$ cat src/rtl/cpu_pkg.sv
// Shared definitions for the accumulator CPU front end:
// default widths, instruction field positions and the fetch state encoding.
package cpu_pkg;

    localparam int PC_W_DEF = 8;
    localparam int IW_DEF   = 16;

    localparam int OPC_HI = 15;
    localparam int OPC_LO = 8;
    localparam int IMM_HI = 7;
    localparam int IMM_LO = 0;

    localparam logic [7:0] NOP_OPCODE = 8'h00;

    typedef enum logic {
        IDLE = 1'b0,
        WAIT = 1'b1
    } fetch_state_t;

endpackage

$ cat src/rtl/pc_reg.sv
// Program counter: LoadPC beats IncPC, increment wraps modulo 2^PC_W.
// The IR immediate is zero-extended (or truncated) to the PC width.
module pc_reg #(
    parameter int                PC_W     = 8,
    parameter logic [PC_W-1:0]   RESET_PC = '0
) (
    input  logic            clk,
    input  logic            reset,
    input  logic            inc_pc,
    input  logic            load_pc,
    input  logic            sel_pc,
    input  logic [PC_W-1:0] reg_data,
    input  logic [7:0]      imm,
    output logic [PC_W-1:0] pc
);

    logic [PC_W-1:0] imm_ext;
    logic [PC_W-1:0] pc_reg_q;
    logic [PC_W-1:0] pc_next;

    genvar gi;
    generate
        for (gi = 0; gi < PC_W; gi++) begin : g_imm_ext
            if (gi < 8) begin : g_bit
                assign imm_ext[gi] = imm[gi];
            end else begin : g_zero
                assign imm_ext[gi] = 1'b0;
            end
        end
    endgenerate

    always_comb begin
        pc_next = pc_reg_q;
        if (load_pc) begin
            pc_next = sel_pc ? imm_ext : reg_data;
        end else if (inc_pc) begin
            pc_next = pc_reg_q + PC_W'(1);
        end
    end

    always_ff @(posedge clk or posedge reset) begin
        if (reset) begin
            pc_reg_q <= RESET_PC;
        end else begin
            pc_reg_q <= pc_next;
        end
    end

    assign pc = pc_reg_q;

endmodule

$ cat src/rtl/instr_fetch_unit.sv
// CPU front end: PC plus instruction register, fetching words over a
// req/ready handshake. The request address is frozen for the whole wait.
module instr_fetch_unit
    import cpu_pkg::*;
#(
    parameter int              PC_W     = PC_W_DEF,
    parameter int              IW       = IW_DEF,
    parameter logic [PC_W-1:0] RESET_PC = '0
) (
    input  logic            clk,
    input  logic            reset,
    input  logic            LoadIR,
    input  logic            IncPC,
    input  logic            LoadPC,
    input  logic            SelPC,
    input  logic [PC_W-1:0] reg_data,
    output logic            mem_req,
    output logic [PC_W-1:0] mem_addr,
    input  logic [IW-1:0]   mem_rdata,
    input  logic            mem_ready,
    output logic [7:0]      Opcode,
    output logic [7:0]      Imm,
    output logic [PC_W-1:0] pc,
    output logic            ir_valid,
    output logic            fetch_busy
);

    fetch_state_t    state_reg;
    logic [IW-1:0]   ir_reg;

    pc_reg #(
        .PC_W     (PC_W),
        .RESET_PC (RESET_PC)
    ) u_pc_reg (
        .clk      (clk),
        .reset    (reset),
        .inc_pc   (IncPC),
        .load_pc  (LoadPC),
        .sel_pc   (SelPC),
        .reg_data (reg_data),
        .imm      (Imm),
        .pc       (pc)
    );

    // mem_ready is only honoured in WAIT, so a stray ready after reset is dropped.
    always_ff @(posedge clk or posedge reset) begin
        if (reset) begin
            state_reg  <= IDLE;
            ir_reg     <= '0;
            ir_valid   <= 1'b0;
            mem_req    <= 1'b0;
            mem_addr   <= '0;
            fetch_busy <= 1'b0;
        end else begin
            case (state_reg)
                IDLE: begin
                    if (LoadIR) begin
                        mem_addr   <= pc;
                        mem_req    <= 1'b1;
                        fetch_busy <= 1'b1;
                        ir_valid   <= 1'b0;
                        state_reg  <= WAIT;
                    end
                end
                WAIT: begin
                    if (mem_ready) begin
                        ir_reg     <= mem_rdata;
                        ir_valid   <= 1'b1;
                        mem_req    <= 1'b0;
                        fetch_busy <= 1'b0;
                        state_reg  <= IDLE;
                    end
                end
                default: state_reg <= IDLE;
            endcase
        end
    end

    assign Opcode = ir_reg[OPC_HI:OPC_LO];
    assign Imm    = ir_reg[IMM_HI:IMM_LO];

endmodule

$ cat config.mk
export PLATFORM = sky130hd
export DESIGN_NAME = instr_fetch_unit
export DESIGN_NICKNAME = d
export VERILOG_FILES = /design/src/rtl/cpu_pkg.sv /design/src/rtl/pc_reg.sv /design/src/rtl/instr_fetch_unit.sv
export SDC_FILE = /design/constraint.sdc
export NUM_CORES = 1
export LEC_CHECK = 0
export BUFFER_PORTS_ARGS = -buffer_cell sky130_fd_sc_hd__buf_4
export CAP_MARGIN = 20
export CORE_MARGIN = 2
export CORE_UTILIZATION = 42
export CTS_BUF_LIST = sky130_fd_sc_hd__clkbuf_16
export CTS_CLUSTER_SIZE = 8
export DETAILED_ROUTE_END_ITERATION = 10
export PLACE_DENSITY = 0.76
export REMOVE_ABC_BUFFERS = 1
export SKIP_CTS_REPAIR_TIMING = 1
export SLEW_MARGIN = 15
export SYNTH_ARGS = -nofsm -noshare
export SYNTH_HDL_FRONTEND = slang
export SYNTH_SLANG_ARGS = --single-unit
$ cat constraint.sdc
create_clock -name clk -period 1.2 [get_ports clk]
set_input_delay 0.18 -clock clk [delete_from_list [all_inputs] [get_ports clk]]
set_output_delay 0.18 -clock clk [all_outputs]
set_load 0.01 [all_outputs]
* After elaboration in Yosys (flattened, before gate mapping)
Cells that the tools add are included.
** Word-level totals
- Flip-flop bits (word level) :: 35
- Output and inout port bits :: 35
- Logic and storage cells :: 26
** Cells by class
- Add/subtract/negate cells :: 1
- Eq/ne operators :: 2
- Muxes and demuxes :: 12
- Bitwise gates (word level) :: 1
- Reduce and logical (&&, ||, !) cells :: 4
** Operators by type and width (number)
- $mux W8 :: 3
- $add A8 B1 Y8 const B :: 1
- $mux W1 :: 6
- $pmux W1 S2 :: 3
- $reduce_and A2 Y1 :: 3
- $ne A2 B2 Y1 const B :: 2
- $reduce_bool A2 Y1 :: 1
- $not A1 Y1 :: 1

* Depth between registers and ports, before layout
- Depth in word-level cells :: 3
- Depth in mapped cells :: 4

* Hierarchy
From an unflattened synthesis, not the netlist that was laid out.
** Second synthesis, totals
- Cell total of the unflattened synthesis :: 117
- Area, all modules :: 1587.8 µm²
** By module, submodules not included
- instr_fetch_unit :: times used 1, cells an instance 64, area an instance 1061.0 µm²
- pc_reg :: times used 1, cells an instance 53, area an instance 526.8 µm²

* Worst setup path before layout
OpenSTA, ideal clock, no wires.
- Path type :: register -> register
- From :: reg u_pc_reg.pc_reg_q[0], in the netlist u_pc_reg.pc[0]
- To :: reg u_pc_reg.pc_reg_q[6], in the netlist u_pc_reg.pc[6]
- Setup time :: 124 ps
- Arrival time :: 1223 ps
- Setup slack :: -147 ps
- Stages on the path, launching flop included :: 5
- Path buffers :: 0
- Cells stage by stage :: dfrtp_1 -> ha_1 -> nand3_1 -> o21a_1 -> o31a_1
** On the way
- Longest elaborated chain between the ends :: 3
** Ends and longest elaborated chain
- start, declared :: RTL line pc_reg.sv:18 : logic [PC_W-1:0] pc_reg_q;
- start signal, assigned :: RTL line pc_reg.sv:45 : pc_reg_q <= pc_next;
- $add A8 B1 Y8 :: RTL line pc_reg.sv:37 : pc_next = pc_reg_q + PC_W'(1);
- $mux W8 :: RTL line pc_reg.sv:36 : end else if (inc_pc) begin
- $mux W8 :: RTL line pc_reg.sv:34 : if (load_pc) begin
Every way passes these cells. The select of a mux whose other input is x is not followed.
A chain may end at the register's enable or synchronous reset.

* Worst setup path in the final report
- From :: reg u_pc_reg.pc_reg_q[0], in the netlist u_pc_reg.pc[0]
- To :: reg u_pc_reg.pc_reg_q[5], in the netlist u_pc_reg.pc[5]
Same word-level chain as after synthesis.

==> impl_results.md <==
- Reg2Reg Capture Point: u_pc_reg.pc[5]
- Worst R2R Path Depth: 5
- Final setup viols: 0
- Residual DRC: 0
- Total gr overflow: 0
- Reg-to-Reg Start: u_pc_reg.pc[0]
- Detailed Route Iter0 Violations: 27
- Vias in the first global route: 1213
- Commonest cells after routing, fill and taps aside: buf_4 (75), dfrtp_1 (34), mux2_2 (26)
- Die Span Y: 64.3 um
- CTS root buffer: clkbuf_16
- Antenna viol nets, final: 0
- Row count: 21
- Antenna Cells: 0
- # fillers: 269
- Antenna violations before repair: 0
- Drt first pass iters: 4
- Worst-Skew Late Latency: 0.28 ns
- R2R Setup Slk: 0.01 ns
- Core area: 3420 sq um
- Final GP Congestion: 0.691
- Seq cells post-synth: 35
- I/O Pins: 66
- Chip width: 64.3 um
- Crit end category: register
- Critical path required time: 1.36 ns
- Vias per cell: 4.88
- CTS Sinks: 35
- First-pass GRT wire length: 5.54 mm
- Slew headroom: 0.711
- Synth unique cells: 23
- Final Hold Violating Endpoints: 5
- CTS Buf Count: 5
- Post-Route WL: 3.47 mm
- Failing checks: hold timing
- Die area: 4130 sq um
- Starting Density: 0.447
- Status: complete, but fails checks
- WS Path Type: reg2reg
- Nets: 227
- Fin. max-slew vios: 0
- Maximum fanout along the worst path: 4
- GRT Total Usage: 0.177
- Worst Hold Class: in2async
- PwrDens: 1910 nW/um^2
- Multi-input logic area: 646 sq um
- Syn Area/Cell: 13.5 sq um
- F_max: 841 MHz
- Share of cells above drive strength 1: 0.617
- Area grow syn2layout: 55.7%
- Cell area after layout: 2380 sq um
- Largest net degree at the start of global routing: 36
- Commonest non-fill, non-tap cell in the layout: buf_4
- Register area share after synthesis: 0.574
- Worst-case clock buffer depth: 2
- Startpoint Class: register
- IO buf count: 65
- H-tree Lvls: 2
- Period utilization: 0.991
- CP Data Arrival Time: 1.35 ns
- Cell Area, Synth: 1530 sq um
- WL/cell: 14.3 um
- DP Wirelength: 2.52 mm
- DP Area: 2150 sq um
- RSZ-0062 raised after global routing: true
- Max FFs per register: 16
- Final Util: 0.696
- Peak supply drop: 1670 uV
- Setup_tns: 0 ns
- Pwr Total: 4.55 mW
- Clk_skew: 0.00175 ns
- FF/Latch Area: 877 sq um
- Synth Instances: 113
- Clock transition at path regs: 0.05 ns
- Leakage power: 1.11 nW
- DR vias: 1181
- Maxcap violations: 0
- Worst hold slack: -0.00455 ns
- YS warnings: 0
- Minimum clock period: 1.19 ns
- TritonCTS clock tree: built
- Worst slew pin tran: 0.433 ns
[worst max path at each step]
stage	start	end	cells after the start
3_5_place_dp	u_pc_reg.pc[0]	u_pc_reg.pc[6]	4
4_1_cts	u_pc_reg.pc[0]	u_pc_reg.pc[6]	4
6_report	u_pc_reg.pc[0]	u_pc_reg.pc[5]	5
5_1_grt	u_pc_reg.pc[0]	u_pc_reg.pc[5]	5
3_3_place_gp	u_pc_reg.pc[0]	u_pc_reg.pc[6]	4
2_1_floorplan	state_reg	mem_addr[0]	2
[cell type report]
class                      instances  share of cell area
timing repair buffer              80               0.264
clock inverter                     3              0.0163
inverter                           1             0.00158
clock buffer                       5              0.0527
sequential                        35               0.369
tap                               46              0.0242
multi-input combinational         72               0.272
[metrics by stage]
stage          hold WS (ns)  setup WS [ns]  instances
3_3_place_gp          0.297       -0.00305        231
5_1_grt              0.0416        -0.0297        242
3_5_place_dp          0.309        -0.0295        231
6_report           -0.00455         0.0112        242
2_1_floorplan         0.265         -0.185        108
4_1_cts              0.0134        -0.0637        239
[synthesized netlist by cell type, drive strengths merged]
| master | number | area share |
|---|---|---|
| o31a | 3 | 0.017 |
| a21oi | 3 | 0.0098 |
| nor2 | 2 | 0.0049 |
| and2b | 1 | 0.0057 |
| nand3 | 2 | 0.0066 |
| nor2b | 1 | 0.0041 |
| dfrtp | 35 | 0.57 |
| o21ai | 2 | 0.0066 |
| nor3 | 3 | 0.0098 |
| clkbuf | 1 | 0.0025 |
| inv | 1 | 0.0025 |
| mux2 | 26 | 0.19 |
| nand2 | 8 | 0.021 |
| o21a | 5 | 0.025 |
| xor2 | 4 | 0.023 |
| buf | 4 | 0.015 |
| a211oi | 1 | 0.0049 |
| mux2i | 7 | 0.046 |
| nand4 | 3 | 0.022 |
| ha | 1 | 0.0082 |
[power breakdown]
part | internal [mW] | switching (mW) | leakage, nW
Combinational | 0.849 | 0.572 | 0.626
Clock | 0.967 | 0.458 | 0.0812
Sequential | 1.49 | 0.216 | 0.406
[logic make-up after synthesis]
logic type / Yosys count / synth area share
adders and majority gates: 1 / 0.00820
buffers and inverters: 6 / 0.0197
AOI/OAI and AO/OA: 14 / 0.0631
xor gates and xnor gates: 4 / 0.0229
muxes: 33 / 0.238
DFF: 35 / 0.574
and+or+nand+nor: 20 / 0.0746
[per-layer routing]
metal	up-vias	GRT usage	part of all wire
li1	568	-	-
met1	564	0.216	0.42
met5	-	0	0
met2	47	0.299	0.51
met3	2	0.0616	0.066
met4	0	0.0479	0.0072
[worst max-delay path, stage by stage, from the launching register on]
cell and delay, ns:
dfrtp_1 0.43, buf_6 0.14, nand4_4 0.10, buf_6 0.11
nor3_2 0.03, o31a_1 0.26
Power figures use the tool's default switching activity.
